**src/rtl/result_packer.sv**
```systemverilog
// Packs LANES consecutive WIDTH-bit pipeline results into one word and queues it in a DEPTH-entry FIFO.
// Optional per-entry parity output is enabled by defining PACKER_PARITY_EN.
module result_packer #(
    parameter int WIDTH = 4,
    parameter int LANES = 4,
    parameter int DEPTH = 4
) (
    input  logic                       clk,
    input  logic                       rst,
    input  logic                       in_valid,
    input  logic [WIDTH-1:0]           in_q,
    input  logic                       flush,
    output logic                       out_valid,
    input  logic                       out_ready,
    output logic [WIDTH*LANES-1:0]     out_data,
    output logic [$clog2(LANES+1)-1:0] out_lanes,
    output logic                       overflow,
    output logic [7:0]                 drop_cnt
`ifdef PACKER_PARITY_EN
    ,
    output logic                       out_parity
`endif
);

    localparam int IW = $clog2(LANES);
    localparam int PW = $clog2(DEPTH);
    localparam int CW = $clog2(DEPTH + 1);
    localparam int LW = $clog2(LANES + 1);
    localparam int DW = WIDTH * LANES;

    function automatic logic even_parity(input logic [DW-1:0] d);
        return ^d;
    endfunction

    logic [IW-1:0] idx_q,      idx_d;
    logic [DW-1:0] pack_q,     pack_d;
    logic [PW-1:0] wr_ptr_q,   wr_ptr_d;
    logic [PW-1:0] rd_ptr_q,   rd_ptr_d;
    logic [CW-1:0] count_q,    count_d;
    logic          overflow_q, overflow_d;
    logic [7:0]    drop_cnt_q, drop_cnt_d;

    logic [DW-1:0] mem_data_q  [DEPTH];
    logic [LW-1:0] mem_lanes_q [DEPTH];
`ifdef PACKER_PARITY_EN
    logic          mem_par_q   [DEPTH];
`endif

    logic [DW-1:0] merged_s;
    logic [LW-1:0] push_lanes_s;
    logic          complete_s, push_s, pop_s, full_s, wr_en_s, drop_s;

    // Merge the same-cycle sample into the pack register and decide push/pop/drop.
    always_comb begin
        merged_s = pack_q;
        for (int l = 0; l < LANES; l++) begin
            merged_s[l*WIDTH +: WIDTH] = (in_valid && (idx_q == IW'(l))) ? in_q
                                                                        : pack_q[l*WIDTH +: WIDTH];
        end
        complete_s   = in_valid && (idx_q == IW'(LANES - 1));
        push_s       = complete_s || (flush && ((idx_q != {IW{1'b0}}) || in_valid));
        push_lanes_s = complete_s ? LW'(LANES) : (LW'(idx_q) + LW'(in_valid));
        pop_s        = (count_q != {CW{1'b0}}) && out_ready;
        full_s       = (count_q == CW'(DEPTH));
        // A full FIFO still accepts a word when the head leaves in the same cycle.
        wr_en_s      = push_s && (!full_s || pop_s);
        drop_s       = push_s && full_s && !pop_s;
    end

    // Next-state for lane counter, pack register, FIFO pointers and loss tracking.
    always_comb begin
        idx_d      = idx_q;
        pack_d     = pack_q;
        wr_ptr_d   = wr_ptr_q;
        rd_ptr_d   = rd_ptr_q;
        count_d    = count_q;
        overflow_d = overflow_q;
        drop_cnt_d = drop_cnt_q;

        if (push_s) begin
            idx_d  = {IW{1'b0}};
            pack_d = {DW{1'b0}};
        end else if (in_valid) begin
            idx_d  = idx_q + {{(IW-1){1'b0}}, 1'b1};
            pack_d = merged_s;
        end else begin
            idx_d  = idx_q;
            pack_d = pack_q;
        end

        if (wr_en_s) begin
            wr_ptr_d = wr_ptr_q + {{(PW-1){1'b0}}, 1'b1};
        end else begin
            wr_ptr_d = wr_ptr_q;
        end

        if (pop_s) begin
            rd_ptr_d = rd_ptr_q + {{(PW-1){1'b0}}, 1'b1};
        end else begin
            rd_ptr_d = rd_ptr_q;
        end

        case ({wr_en_s, pop_s})
            2'b10:   count_d = count_q + {{(CW-1){1'b0}}, 1'b1};
            2'b01:   count_d = count_q - {{(CW-1){1'b0}}, 1'b1};
            default: count_d = count_q;
        endcase

        if (drop_s) begin
            overflow_d = 1'b1;
            drop_cnt_d = (drop_cnt_q == 8'hFF) ? drop_cnt_q : (drop_cnt_q + 8'd1);
        end else begin
            overflow_d = overflow_q;
            drop_cnt_d = drop_cnt_q;
        end
    end

    // Control state with synchronous reset.
    always_ff @(posedge clk) begin
        if (rst) begin
            idx_q      <= {IW{1'b0}};
            pack_q     <= {DW{1'b0}};
            wr_ptr_q   <= {PW{1'b0}};
            rd_ptr_q   <= {PW{1'b0}};
            count_q    <= {CW{1'b0}};
            overflow_q <= 1'b0;
            drop_cnt_q <= 8'd0;
        end else begin
            idx_q      <= idx_d;
            pack_q     <= pack_d;
            wr_ptr_q   <= wr_ptr_d;
            rd_ptr_q   <= rd_ptr_d;
            count_q    <= count_d;
            overflow_q <= overflow_d;
            drop_cnt_q <= drop_cnt_d;
        end
    end

    // FIFO storage; contents need no reset because the outputs are gated by count.
    always_ff @(posedge clk) begin
        if (wr_en_s && !rst) begin
            mem_data_q[wr_ptr_q]  <= merged_s;
            mem_lanes_q[wr_ptr_q] <= push_lanes_s;
`ifdef PACKER_PARITY_EN
            mem_par_q[wr_ptr_q]   <= even_parity(merged_s);
`endif
        end
    end

    assign out_valid = (count_q != {CW{1'b0}});
    assign out_data  = out_valid ? mem_data_q[rd_ptr_q]  : {DW{1'b0}};
    assign out_lanes = out_valid ? mem_lanes_q[rd_ptr_q] : {LW{1'b0}};
    assign overflow  = overflow_q;
    assign drop_cnt  = drop_cnt_q;
`ifdef PACKER_PARITY_EN
    assign out_parity = out_valid ? mem_par_q[rd_ptr_q] : 1'b0;
`endif

endmodule

```
**config.mk**
```make
export PLATFORM = sky130hd
export DESIGN_NAME = result_packer
export DESIGN_NICKNAME = d
export VERILOG_FILES = /design/src/rtl/result_packer.sv
export SDC_FILE = /design/constraint.sdc
export NUM_CORES = 1
export LEC_CHECK = 0
export CAP_MARGIN = 5
export CORE_MARGIN = 5
export CORE_UTILIZATION = 65
export DETAILED_ROUTE_END_ITERATION = 12
export DONT_BUFFER_PORTS = 1
export PLACE_DENSITY = 0.81
export SKIP_LAST_GASP = 1
export SYNTH_ARGS = -nofsm -noshare
export SYNTH_HDL_FRONTEND = slang
export SYNTH_SLANG_ARGS = --single-unit
export TNS_END_PERCENT = 30
```
**constraint.sdc**
```tcl
create_clock -name clk -period 5.2 [get_ports clk]
set_input_delay 0.26 -clock clk [delete_from_list [all_inputs] [get_ports clk]]
set_output_delay 0.26 -clock clk [all_outputs]
set_load 0.01 [all_outputs]
```
Yosys cells after proc, flatten, opt, wreduce, memory -nomap -nowiden:

Memories as Yosys holds them, arrays and structs flattened. A register that Yosys moved wholly into a read port is not among the register bits.
Index checks and enable logic that the tools add are counted.

* add/subtract/negate cells: 7
* eq/ne operators: 7
* multiplexer cells: 14
* bitwise operators: 1
* reductions and logical operators: 22

Operators with widths (count)
* 2-to-1 mux 16 bit: 1
* 2-to-1 mux 4 bit: 4
* logical AND 1 bit: 10
* adder 8 x 1 -> 8 bit (second input constant): 1
* equality test 8 bit (second input constant): 1
* 2-to-1 mux 2 bit: 4
* adder 2 x 1 -> 2 bit (second input constant): 3
* equality test 2 bit (second input constant): 3
* 2-to-1 mux 3 bit: 2
* case mux 3 bit (2 select lines): 1
* equality test 2 x 1 -> 1 bit (second input constant): 2
* nonzero test 2 bit: 2
* adder 2 x 1 -> 3 bit: 1
* adder 3 x 1 -> 3 bit (second input constant): 1
* equality test 3 bit (second input constant): 1
* logical NOT 1 bit: 3
* logical OR 1 bit: 3
* nonzero test 3 bit: 1
* subtractor 3 x 1 -> 3 bit (second input constant): 1
* logical NOT 2 bit: 1
* 2-to-1 mux 1 bit: 2
* AND reduction 2 bit: 1
* OR reduction 2 bit: 1
* NOT 1 bit: 1

* flip-flop bits (word level): 34
* memory bits (writable): 76
* bits of input ports: 9
* output and inout bits: 29
* logic and storage cells: 60
* memories: 2

Memories
* mem_data_q: words 4, width 16, rd ports 1, clocked after memory_dff 1, write ports 1, line 43 `logic [DW-1:0] mem_data_q [DEPTH];`
* mem_lanes_q: words 4, width 3, rd ports 1, clocked after memory_dff 1, write ports 1, line 44 `logic [LW-1:0] mem_lanes_q [DEPTH];`

Logic depth before layout (Yosys ltp):

Gate-level depths: netlist (run 1).

* depth after elaboration: 8
* mapped depth: 11
* gate-level depth less buffers: 10

Worst setup path before layout (run 1):

No wires, ideal clock.

* kind: register -> register
* start point: reg idx_q[0]
* end point: mem mem_data_q[1][0] (netlist name) (enable)
* library setup time: 377 ps
* arrival time: 1854 ps
* required time: 4823 ps
* setup slack: 2969 ps
* stages on the path, launching flop included: 7
* path buffers: 1
* period minus slack after synthesis: 2231 ps
* cell sequence: dfxtp_1 > inv_1 > ha_1 > nand2b_1 > buf_1 > a21oi_1 > and3_1

* longest elaborated chain between the ends: 8
* elaborated cells between the ends (all ways): 10
* those cells by class: eq/ne (1); mux (2); reduce/logical (7)

RTL lines
* start: declaration: line 35 `logic [IW-1:0] idx_q, idx_d;`
* start signal: assignment: line 121 `idx_q <= {IW{1'b0}};`
* start signal: assignment: line 129 `idx_q <= idx_d;`
* nonzero test 2 bit: line 61 `push_s = complete_s || (flush && ((idx_q != {IW{1'b0}}) || in_valid));`
* logical OR 1 bit: line 61
* logical AND 1 bit: line 61
* logical OR 1 bit (*): line 61
* logical AND 1 bit (*): line 66 `wr_en_s = push_s && (!full_s || pop_s);`
* logical AND 1 bit (*): line 141 `if (wr_en_s && !rst) begin`
* 2-to-1 mux 1 bit (*): line 141
* 2-to-1 mux 1 bit (implied by the code) (*): line 142 `mem_data_q[wr_ptr_q] <= merged_s;`
* end: declaration: line 43

Mark *: on every way between the ends. The rest lies on a longest branch, timed or not.

Final worst setup path (run 1):

* start point: reg idx_q[0]
* end point: mem mem_data_q[1][5] (netlist name) (enable)

Same word-level chain as after synthesis.

==> results of run 1 <==
## synthesized netlist by cell type (all sizes together), types with 2 or more instances
cell type	n	area (sq um)
a211oi	3	32.5
a21oi	5	25.0
a31oi	2	12.5
and2	22	138
and3	20	125
buf	3	13.8
clkbuf	12	45.0
dfxtp	36	721
edfxtp	76	2280
ha	11	138
inv	5	18.8
mux2	20	225
mux2i	2	20.0
mux4	19	428
nand2	12	45.0
nand2b	4	25.0
nand3	6	30.0
nand3b	2	15.0
nor2	17	63.8
nor2b	5	31.3
nor3	2	10.0
nor4	2	12.5
o211ai	4	30.0
o21ai	2	10.0
xnor2	3	26.3
xor2	2	17.5
## final timing paths
check,from,endpoint,slack (ns),depth (start not counted)
setup / recovery,idx_q[0],mem_data_q[1][5],2.57,5
hold / removal,in_valid,idx_q[0],0.07,2
setup reg to reg,idx_q[0],mem_data_q[1][5],2.57,5
hold reg to reg,drop_cnt[1],drop_cnt[1],0.56,2
## logic make-up after synthesis
group	share of synthesized area (%)
AO/OA/AOI/OAI	4.31
adder cells (fa/ha/maj)	3.35
multiplexers	14.3
flip-flops	63.8
AND/OR/NAND/NOR	11.6
buffers and inverters	1.65
XOR/XNOR	0.931
## state kept, by name, indices dropped and copies added (netlist names), named ones only
| register | count |
|---|---|
| mem_data_q | 64 |
| pack_q | 16 |
| mem_lanes_q | 12 |
| drop_cnt | 8 |
| count_q | 3 |
| idx_q | 2 |
| rd_ptr_q | 2 |
| wr_ptr_q | 2 |
| overflow | 1 |
## worst reg2reg max path, stage by stage, from the launching register on
cell and delay, ns:
sky130_fd_sc_hd__dfxtp_1 0.42, sky130_fd_sc_hd__inv_1 0.09, sky130_fd_sc_hd__ha_1 0.22, sky130_fd_sc_hd__nand2b_1 0.26, sky130_fd_sc_hd__a21oi_1 0.38, sky130_fd_sc_hd__and3_1 0.88
## cell type report
| type | instances | area, sq um | area share (%) |
|---|---|---|---|
| Clock inverter | 6 | 60.1 | 1.21 |
| Clock buffer | 10 | 128 | 2.56 |
| Sequential cell | 112 | 3000 | 60.3 |
| Inverter | 5 | 18.8 | 0.377 |
| Timing Repair Buffer | 3 | 25.0 | 0.502 |
| Tap cell | 99 | 124 | 2.49 |
| Multi-Input combinational cell | 182 | 1620 | 32.6 |
## routing by layer
metal,up-vias,global-route usage [%]
met3,10,4.74
met1,1263,27.8
met4,0,7.69
li1,1184,-
met2,68,30.7
met5,-,0
## power by group
| part | switching [mW] | internal [mW] | leakage (nW) | total (mW) |
|---|---|---|---|---|
| sequential | 0.0177 | 0.981 | 0.943 | 0.998 |
| combinational | 0.117 | 0.0840 | 0.668 | 0.201 |
| clock | 0.287 | 0.185 | 0.0946 | 0.473 |
## timing repair
item	CTS	global route
endpoints found under the hold margin	12	0
buffers inserted	0	0
hold buffers	1	0
==> results by group, run 1 <==
Final layout
  • Layout Utilization: 69.8%
  • Final Instance Area: 4980 sq um
  • Leading cell type in the layout, fill and taps excluded: sky130_fd_sc_hd__edfxtp_1
  • Area added between synthesis and finish: 5.90%
  • Top library cells by usage in the layout, fill and taps aside: 76 x sky130_fd_sc_hd__edfxtp_1, 36 x sky130_fd_sc_hd__dfxtp_1, 22 x sky130_fd_sc_hd__and2_1
  • Net total in the final layout: 334
  • Fillers: 496
  • Count of antenna diodes in the layout: 0
  • Share of layout cells above drive strength 1: 17.6%
  • Final Non-Filler Cells: 417

Drt
  • Met2 WL post-DR: 4.00 mm
  • Routed length per instance: 19.8 um
  • Top sig layer: met4
  • First-pass DRT Iterations: 4
  • DRT met1 WL: 3.46 mm
  • Total wirelength of the detailed-routed design: 8.26 mm
  • Via count of the routed design: 2525
  • Post-route DRC: 0
  • Number of design-rule violations left by the first detailed-router iteration: 236
  • Per-cell via count in the routed design: 6.06
  • Amount of wire on met3 after detailed routing: 693 um
  • Post-DRT Antenna Nets: 0

Timing
  • Final count of negative-setup-slack endpoints: 0
  • Final period util: 50.5%
  • Setup TNS Final: 0 ns
  • Worst clock skew: 0.0110 ns
  • Minimum period implied by the final worst setup slack: 2.63 ns
  • Setup WS post-layout: 2.57 ns
  • Transition time at the pin with the least slew margin: 0.988 ns
  • Relative max-transition margin: 34.2%
  • Count of endpoints failing hold in the final timing report: 0
  • RSZ-0062 raised after global routing: false
  • Number of slew-limit violations in the final report: 0
  • Smallest hold slack: 0.0725 ns
  • Upper clock frequency limit: 0.380 GHz

Clocking
  • Clock-pin transition on the worst setup and hold timing paths: 0.10 ns
  • Number of buffers inserted during clock tree synthesis: 9
  • Clock tree from TritonCTS: yes
  • Insertion delay to the later sink of the worst-skew pair: 0.36 ns
  • Clk root buf: sky130_fd_sc_hd__clkbuf_8
  • CTS H-tree depth: 3
  • Buffers from clock root to sink, at most: 2
  • Clock sinks: 112
  • Post-CTS Resized: 0

Power and ir drop
  • Pwr/cell area: 336 nW/um^2
  • Total power: 1.67 mW
  • Peak supply drop: 0.188 mV
  • Standby leakage power: 1.71 nW

Logic synthesis
  • Synthesized instance count: 314
  • Distinct cell type count of the synthesized netlist: 47
  • Primary FF master, synth: sky130_fd_sc_hd__edfxtp_1
  • Mapped cell area: 4700 sq um
  • Share of synthesized registers carrying an async set or reset: 0%
  • Avg Synthesized Cell Area: 15.0 sq um
  • Sequential-to-total area share from yosys stat: 63.8%
  • Number of synthesized flops with an enable pin: 76
  • Register bit count reported by yosys: 112
  • Total nets after synthesis: 335
  • Number of warning messages in the yosys log: 0

Critical path
  • Top Family by Delay on Critical Path: simple AND/OR/NAND/NOR gates
  • Worst path arrival time: 2.61 ns
  • Critical path buffer and inverter count: 1
  • Data required time at the worst endpoint: 5.19 ns
  • Delay of the slowest cell on the worst path: 0.88 ns
  • Worst Path Class, Setup: flip-flop to flip-flop
  • Peak fanout along the critical path: 19
  • Worst setup EP type: flip-flop
  • Type of element launching the critical path: flip-flop
  • Slowest cell on crit path: sky130_fd_sc_hd__and3_1
  • Critical path, cell by cell: inv_1 -> ha_1 -> nand2b_1 -> a21oi_1 -> and3_1

Floorplan
  • Floorplan Core Area: 7140 sq um
  • Starting Density: 65.9%
  • Die outline width: 95.1 um
  • Height of the die: 95.1 um
  • Total I/O pin count: 38
  • Overall die area: 9040 sq um
  • Number of core rows: 31

Placement
  • RD Place Congestion: 0.834
  • Number of input and output port buffers inserted: 0
  • Hpwl dp: 5.75 mm
  • Worst-case setup slack after placement: 2.52 ns
  • Area after DPL: 4780 sq um
  • Placed Instances: 400

Global route
  • Remaining Overflow, GRT: 0
  • Pin count of the biggest net entering global routing: 25
  • Wire length of the first global-routing pass: 13.2 mm
  • Number of antenna violations at the first check in global routing: 0
  • Via count of the first global-routing pass: 2546
  • Overall routing resource usage: 19.9%

Flow run
  • Total of max-cap violations: 0

Min path
  • Worst hold path type: primary input to flip-flop

Status
  • Outcome: complete, no violations
(Power assumes the default switching activity.)
==> inputs of run 2 (changes only) <==
--- a/config.mk
+++ b/config.mk
@@ -7,10 +7,10 @@
 export LEC_CHECK = 0
 export CAP_MARGIN = 5
 export CORE_MARGIN = 5
-export CORE_UTILIZATION = 65
+export CORE_UTILIZATION = 57
 export DETAILED_ROUTE_END_ITERATION = 12
 export DONT_BUFFER_PORTS = 1
-export PLACE_DENSITY = 0.81
+export PLACE_DENSITY = 0.75
 export SKIP_LAST_GASP = 1
 export SYNTH_ARGS = -nofsm -noshare
 export SYNTH_HDL_FRONTEND = slang
==> constraint.sdc (replaced) <==
create_clock -name clk -period 2.1 [get_ports clk]
set_input_delay 0.105 -clock clk [delete_from_list [all_inputs] [get_ports clk]]
set_output_delay 0.105 -clock clk [all_outputs]
set_load 0.01 [all_outputs]
==> run 2 against run 1 <==
  * Die area increased by 13%
  * Critical path depth increased by 2
  * Highest routed layer unchanged
  * Clock power increased to 2.7 times the previous value
  * Worst hold slack got worse by 0.055 ns
==> results by group, run 2 (same netlist as run 1, synthesis figures left out) <==
Status
  • Outcome: complete, no violations

Drt
  • Number of design-rule violations left by the first detailed-router iteration: 145
  • Post-DRT Antenna Nets: 0
  • First-pass DRT Iterations: 4
  • Post-route DRC: 0
  • Via count of the routed design: 2597
  • Per-cell via count in the routed design: 5.88
  • Routed length per instance: 20.1 um
  • Total wirelength of the detailed-routed design: 8.87 mm

Floorplan
  • Overall die area: 10200 sq um
  • Die outline width: 101 um
  • Floorplan Core Area: 8130 sq um
  • Height of the die: 101 um
  • Number of core rows: 33
  • Total I/O pin count: 38
  • Starting Density: 57.8%

Placement
  • Number of input and output port buffers inserted: 0
  • RD Place Congestion: 0.792
  • Worst-case setup slack after placement: 0.0553 ns
  • Placed Instances: 422
  • Hpwl dp: 6.18 mm
  • Area after DPL: 4980 sq um

Critical path
  • Setup slack of the most critical reg-to-reg path: 0.11 ns
  • Terminus of the critical flop-to-flop path: mem_data_q[3][13]
  • Worst setup EP type: flip-flop
  • Data required time at the worst endpoint: 2.18 ns
  • Type of element launching the critical path: flip-flop
  • Reg2Reg Launch Point: idx_q[1]
  • Delay of the slowest cell on the worst path: 0.38 ns
  • Origin of the worst setup path: idx_q[1]
  • Crit path capture: mem_data_q[3][13]
  • Critical path, cell by cell: inv_1 -> ha_1 -> nand2b_1 -> buf_4 -> a21oi_1 -> and3_1 -> buf_12
  • Worst Path Class, Setup: flip-flop to flip-flop
  • Top Family by Delay on Critical Path: simple AND/OR/NAND/NOR gates
  • Depth of the most critical reg-to-reg path: 7
  • Stages on worst setup path: 7
  • Worst path arrival time: 2.07 ns
  • Slowest cell on crit path: sky130_fd_sc_hd__dfxtp_4
  • Peak fanout along the critical path: 19
  • Critical path buffer and inverter count: 3

Global route
  • Via count of the first global-routing pass: 2641
  • Overall routing resource usage: 19.0%
  • Remaining Overflow, GRT: 0
  • Pin count of the biggest net entering global routing: 23
  • Number of antenna violations at the first check in global routing: 0
  • Wire length of the first global-routing pass: 14.2 mm

Clocking
  • Post-CTS setup buffer count: 0
  • CTS H-tree depth: 3
  • Buffers from clock root to sink, at most: 2
  • Clk root buf: sky130_fd_sc_hd__clkbuf_8
  • Number of buffers inserted during clock tree synthesis: 9
  • Clock sinks: 112
  • Insertion delay to the later sink of the worst-skew pair: 0.38 ns
  • Clock-pin transition on the worst setup and hold timing paths: 0.11 ns
  • Clock tree from TritonCTS: yes

Timing
  • Relative max-transition margin: 54.3%
  • Transition time at the pin with the least slew margin: 0.684 ns
  • Count of endpoints failing hold in the final timing report: 0
  • Smallest hold slack: 0.0174 ns
  • Setup TNS Final: 0 ns
  • Upper clock frequency limit: 0.503 GHz
  • Worst clock skew: 0.0136 ns
  • Final period util: 94.6%
  • Number of slew-limit violations in the final report: 0
  • Final count of negative-setup-slack endpoints: 0
  • Setup WS post-layout: 0.113 ns
  • RSZ-0062 raised after global routing: false
  • Minimum period implied by the final worst setup slack: 1.99 ns

Final layout
  • Area added between synthesis and finish: 11.1%
  • Fillers: 573
  • Leading cell type in the layout, fill and taps excluded: sky130_fd_sc_hd__edfxtp_1
  • Final Instance Area: 5230 sq um
  • Number of flip-flops in the largest register: 64
  • Layout Utilization: 64.3%
  • Top library cells by usage in the layout, fill and taps aside: 76 x sky130_fd_sc_hd__edfxtp_1, 34 x sky130_fd_sc_hd__dfxtp_1, 22 x sky130_fd_sc_hd__and2_1
  • Count of antenna diodes in the layout: 0
  • Net total in the final layout: 353
  • Regs by FF count: mem_data_q (64), pack_q (16), mem_lanes_q (12)
  • Final Non-Filler Cells: 442
  • Share of layout cells above drive strength 1: 23.1%
  • Largest reg by FF count: mem_data_q

Power and ir drop
  • Switching power: 1.14 mW
  • Internal cell power: 3.17 mW
  • Reg power frac: 57.1%
  • Pwr/cell area: 824 nW/um^2
  • Combinational cell fraction of total power: 13.7%
  • Share of power burned in the clock network: 29.2%
  • Sw Ratio: 26.5%
  • Peak supply drop: 0.358 mV
  • Standby leakage power: 1.82 nW
  • Total power: 4.31 mW

Flow run
  • Total of max-cap violations: 0

Min path
  • Worst hold path type: primary input to flip-flop
## run 2: cell types whose count changed in the layout (fill, tap and decap cells not counted), sizes merged
cell and delta:
buf +16, dlygate4sd3 +3, inv +2, clkbuf -1, clkinv -1
## run 2: power by group through the flow
stage                     Sequential (mW)  Combinational (mW)  Clock (mW)
final                                2.46               0.590        1.26
after global routing                 2.47               0.648        1.39
after CTS                            2.46               0.601        1.28
after detailed placement             2.51               0.587           0
after global placement               2.51               0.577           0
after floorplan                      2.51               0.415           0
## run 2: final cells by class
cell class | count | area (sq um) | share of cell area [%]
repair buffers | 22 | 238 | 4.55
well taps | 105 | 131 | 2.51
inverters | 5 | 18.8 | 0.359
multi-input cells | 182 | 1630 | 31.2
clock inverters | 7 | 76.3 | 1.46
flip-flops and latches | 112 | 3010 | 57.5
clock buffers | 9 | 124 | 2.37
## run 2: worst min-delay path by stage
| stage | startpoint | to | slack (ns) | cells after the start |
|---|---|---|---|---|
| after CTS | out_ready | rd_ptr_q[0] | 0.005 | 3 |
| after floorplan | rst | drop_cnt[1] | 0.32 | 3 |
| final | in_q[2] | mem_data_q[0][14] | 0.02 | 1 |
| after detailed placement | rst | wr_ptr_q[1] | 0.18 | 1 |
| after global placement | rst | wr_ptr_q[1] | 0.18 | 1 |
| after global routing | in_q[2] | mem_data_q[1][10] | 0.002 | 1 |
## run 2: routing by layer
| metal | up-vias | GRT usage (%) | routed length (um) |
|---|---|---|---|
| met5 | - | 0 | 0 |
| met4 | 0 | 6.53 | 131 |
| met3 | 10 | 5.05 | 569 |
| met2 | 53 | 29.2 | 4240 |
| met1 | 1300 | 26.3 | 3930 |
| li1 | 1234 | - | - |
## run 2: timing repair
| action | in CTS | in global routing |
|---|---|---|
| hold buffers | 4 | 0 |
| resized for setup | 0 | 4 |
| hold endpoints to repair | 19 | 0 |
| setup endpoints to repair | 0 | 79 |
## run 2: worst reg2reg max path: stages (launching register included)
cell and delay (ns):
sky130_fd_sc_hd__dfxtp_4 0.38, sky130_fd_sc_hd__inv_1 0.06, sky130_fd_sc_hd__ha_1 0.20, sky130_fd_sc_hd__nand2b_1 0.16
sky130_fd_sc_hd__buf_4 0.16, sky130_fd_sc_hd__a21oi_1 0.30, sky130_fd_sc_hd__and3_1 0.26, sky130_fd_sc_hd__buf_12 0.18
==> inputs of run 3 (changes only) <==
--- a/config.mk
+++ b/config.mk
@@ -7,10 +7,11 @@
 export LEC_CHECK = 0
 export CAP_MARGIN = 5
 export CORE_MARGIN = 5
-export CORE_UTILIZATION = 57
+export CORE_UTILIZATION = 59
+export CTS_BUF_LIST = sky130_fd_sc_hd__clkbuf_8
 export DETAILED_ROUTE_END_ITERATION = 12
 export DONT_BUFFER_PORTS = 1
-export PLACE_DENSITY = 0.75
+export PLACE_DENSITY = 0.78
 export SKIP_LAST_GASP = 1
 export SYNTH_ARGS = -nofsm -noshare
 export SYNTH_HDL_FRONTEND = slang
==> run 3 against run 2 <==
  * Die area shrank 3.1%
  * Cell count down 0.23%
  * Worst setup slack improved by 0.016 ns
  * Clock power down 4%
  * Register-to-register slack gained 0.02 ns
  * Via count grew 1.8%
  * Critical path type unchanged
==> results by group, run 3 (same netlist as run 1, synthesis figures left out) <==
Status
  • Outcome: complete, no violations

Drt
  • Number of design-rule violations left by the first detailed-router iteration: 133
  • Via count of the routed design: 2645
  • Post-DRT Antenna Nets: 0
  • Per-cell via count in the routed design: 6.00
  • Post-route DRC: 0
  • First-pass DRT Iterations: 4
  • Total wirelength of the detailed-routed design: 8.49 mm
  • Routed length per instance: 19.3 um

Timing
  • Minimum period implied by the final worst setup slack: 1.97 ns
  • Final count of negative-setup-slack endpoints: 0
  • Worst clock skew: 0.0133 ns
  • RSZ-0062 raised after global routing: false
  • Number of slew-limit violations in the final report: 0
  • Final period util: 93.8%
  • Relative max-transition margin: 50.5%
  • Transition time at the pin with the least slew margin: 0.740 ns
  • Count of endpoints failing hold in the final timing report: 0
  • Upper clock frequency limit: 0.507 GHz

Critical path
  • Data required time at the worst endpoint: 2.36 ns
  • Setup slack of the most critical reg-to-reg path: 0.13 ns
  • Critical path, cell by cell: or4b_4 -> a211o_1 -> a211oi_2 -> mux2_1
  • Worst Path Class, Setup: flip-flop to flip-flop
  • Top Family by Delay on Critical Path: simple AND/OR/NAND/NOR gates
  • Critical path buffer and inverter count: 0
  • Delay of the slowest cell on the worst path: 0.59 ns
  • Depth of the most critical reg-to-reg path: 4
  • Terminus of the critical flop-to-flop path: drop_cnt[5]
  • Reg2Reg Launch Point: count_q[0]
  • Type of element launching the critical path: flip-flop
  • Worst path arrival time: 2.23 ns
  • Peak fanout along the critical path: 8
  • Slowest cell on crit path: sky130_fd_sc_hd__or4b_4
  • Worst setup EP type: flip-flop

Final layout
  • Final Non-Filler Cells: 441
  • Fillers: 562
  • Count of antenna diodes in the layout: 0
  • Number of flip-flops in the largest register: 64
  • Largest reg by FF count: mem_data_q
  • Share of layout cells above drive strength 1: 23.6%
  • Area added between synthesis and finish: 10.9%
  • Leading cell type in the layout, fill and taps excluded: sky130_fd_sc_hd__edfxtp_1
  • Net total in the final layout: 355
  • Top library cells by usage in the layout, fill and taps aside: 76 x sky130_fd_sc_hd__edfxtp_1, 34 x sky130_fd_sc_hd__dfxtp_1, 22 x sky130_fd_sc_hd__and2_1
  • Regs by FF count: mem_data_q (64), pack_q (16), mem_lanes_q (12)

Global route
  • Pin count of the biggest net entering global routing: 22
  • Via count of the first global-routing pass: 2529
  • Number of antenna violations at the first check in global routing: 0
  • Overall routing resource usage: 17.7%
  • Remaining Overflow, GRT: 0
  • Wire length of the first global-routing pass: 13.4 mm

Floorplan
  • Overall die area: 9860 sq um
  • Floorplan Core Area: 7730 sq um
  • Number of core rows: 32
  • Die outline width: 99.3 um
  • Starting Density: 60.9%
  • Total I/O pin count: 38
  • Height of the die: 99.3 um

Power and ir drop
  • Total power: 4.24 mW
  • Pwr/cell area: 812 nW/um^2
  • Standby leakage power: 1.83 nW
  • Peak supply drop: 0.622 mV

Clocking
  • Number of buffers inserted during clock tree synthesis: 9
  • Clock sinks: 112
  • Buffers from clock root to sink, at most: 2
  • Insertion delay to the later sink of the worst-skew pair: 0.37 ns
  • CTS H-tree depth: 3
  • Clock-pin transition on the worst setup and hold timing paths: 0.10 ns
  • Post-CTS setup buffer count: 0
  • Clk root buf: sky130_fd_sc_hd__clkbuf_8
  • Clock tree from TritonCTS: yes

Min path
  • Launch point of the worst hold path: out_ready
  • Terminating pin of the worst hold path: count_q[0]
  • Worst hold path depth: 2
  • Worst hold path type: primary input to flip-flop

Placement
  • Hpwl dp: 5.73 mm
  • RD Place Congestion: 0.819
  • Placed Instances: 420
  • Number of input and output port buffers inserted: 0

Flow run
  • Total of max-cap violations: 0
## run 3: cell types whose count changed in the layout (fill, tap and decap cells not counted), sizes merged
cell / change
dlygate4sd3: +1
buf: +1
## run 3: worst reg2reg max path, stage by stage (launching register included)
cell,delay [ns]
sky130_fd_sc_hd__dfxtp_2,0.38
sky130_fd_sc_hd__or4b_4,0.59
sky130_fd_sc_hd__a211o_1,0.35
sky130_fd_sc_hd__a211oi_2,0.22
sky130_fd_sc_hd__mux2_1,0.33
## run 3: timing repair
| item | CTS | global route |
|---|---|---|
| hold buffers | 2 | 3 |
| setup endpoints to repair | 0 | 78 |
| resized for setup | 0 | 4 |
| endpoints found under the hold margin | 18 | 9 |
## run 3: layer usage
layer,vias up,wire (um),GRT usage [%]
met2,58,4260,28.7
met1,1347,3730,24.2
li1,1231,-,-
met4,0,77,3.78
met3,9,420,4.63
met5,-,0,0
## run 3: area by class of cell
cell class / instances / area [sq um] / area share (%)
sequential: 112 / 3010 / 57.6
multi-input combinational: 182 / 1640 / 31.3
timing repair buffer: 24 / 243 / 4.65
tap: 102 / 128 / 2.45
clock buffer: 9 / 124 / 2.37
clock inverter: 7 / 65.1 / 1.25
inverter: 5 / 18.8 / 0.360
## run 3: how the worst max path moves through the flow
stage / endpoint / start / cells past startpoint / slack (ns)
final: drop_cnt[5] / count_q[0] / 4 / 0.13
after global routing: mem_data_q[0][9] / idx_q[0] / 7 / 0.01
after CTS: count_q[2] / idx_q[1] / 10 / 0.02
after detailed placement: count_q[2] / idx_q[1] / 10 / 0.05
after global placement: drop_cnt[5] / count_q[0] / 4 / 0.14
after floorplan: mem_data_q[0][0] / idx_q[0] / 6 / -0.13
## run 3: per-stage QoR
step / setup slack, ns / instance area [sq um] / hold slack, ns / TNS [ns] / util (%)
2_1_floorplan: -0.130 / 4710 / 0.322 / -5.07 / -
3_3_place_gp: 0.140 / 4970 / 0.178 / 0 / 64.3
3_5_place_dp: 0.0523 / 4970 / 0.181 / 0 / 64.3
4_1_cts: 0.0238 / 5180 / 0.00122 / 0 / 67.0
5_1_grt: 0.0106 / 5220 / 0.000302 / 0 / 67.5
6_report: 0.129 / 5220 / 0.00339 / 0 / 67.5
## run 3: report_power, final
group          leakage (nW)  switching (mW)  total [mW]  internal (mW)
clock                0.0999           0.741        1.21          0.465
combinational         0.781           0.313       0.569          0.257
sequential            0.944          0.0357        2.46           2.43
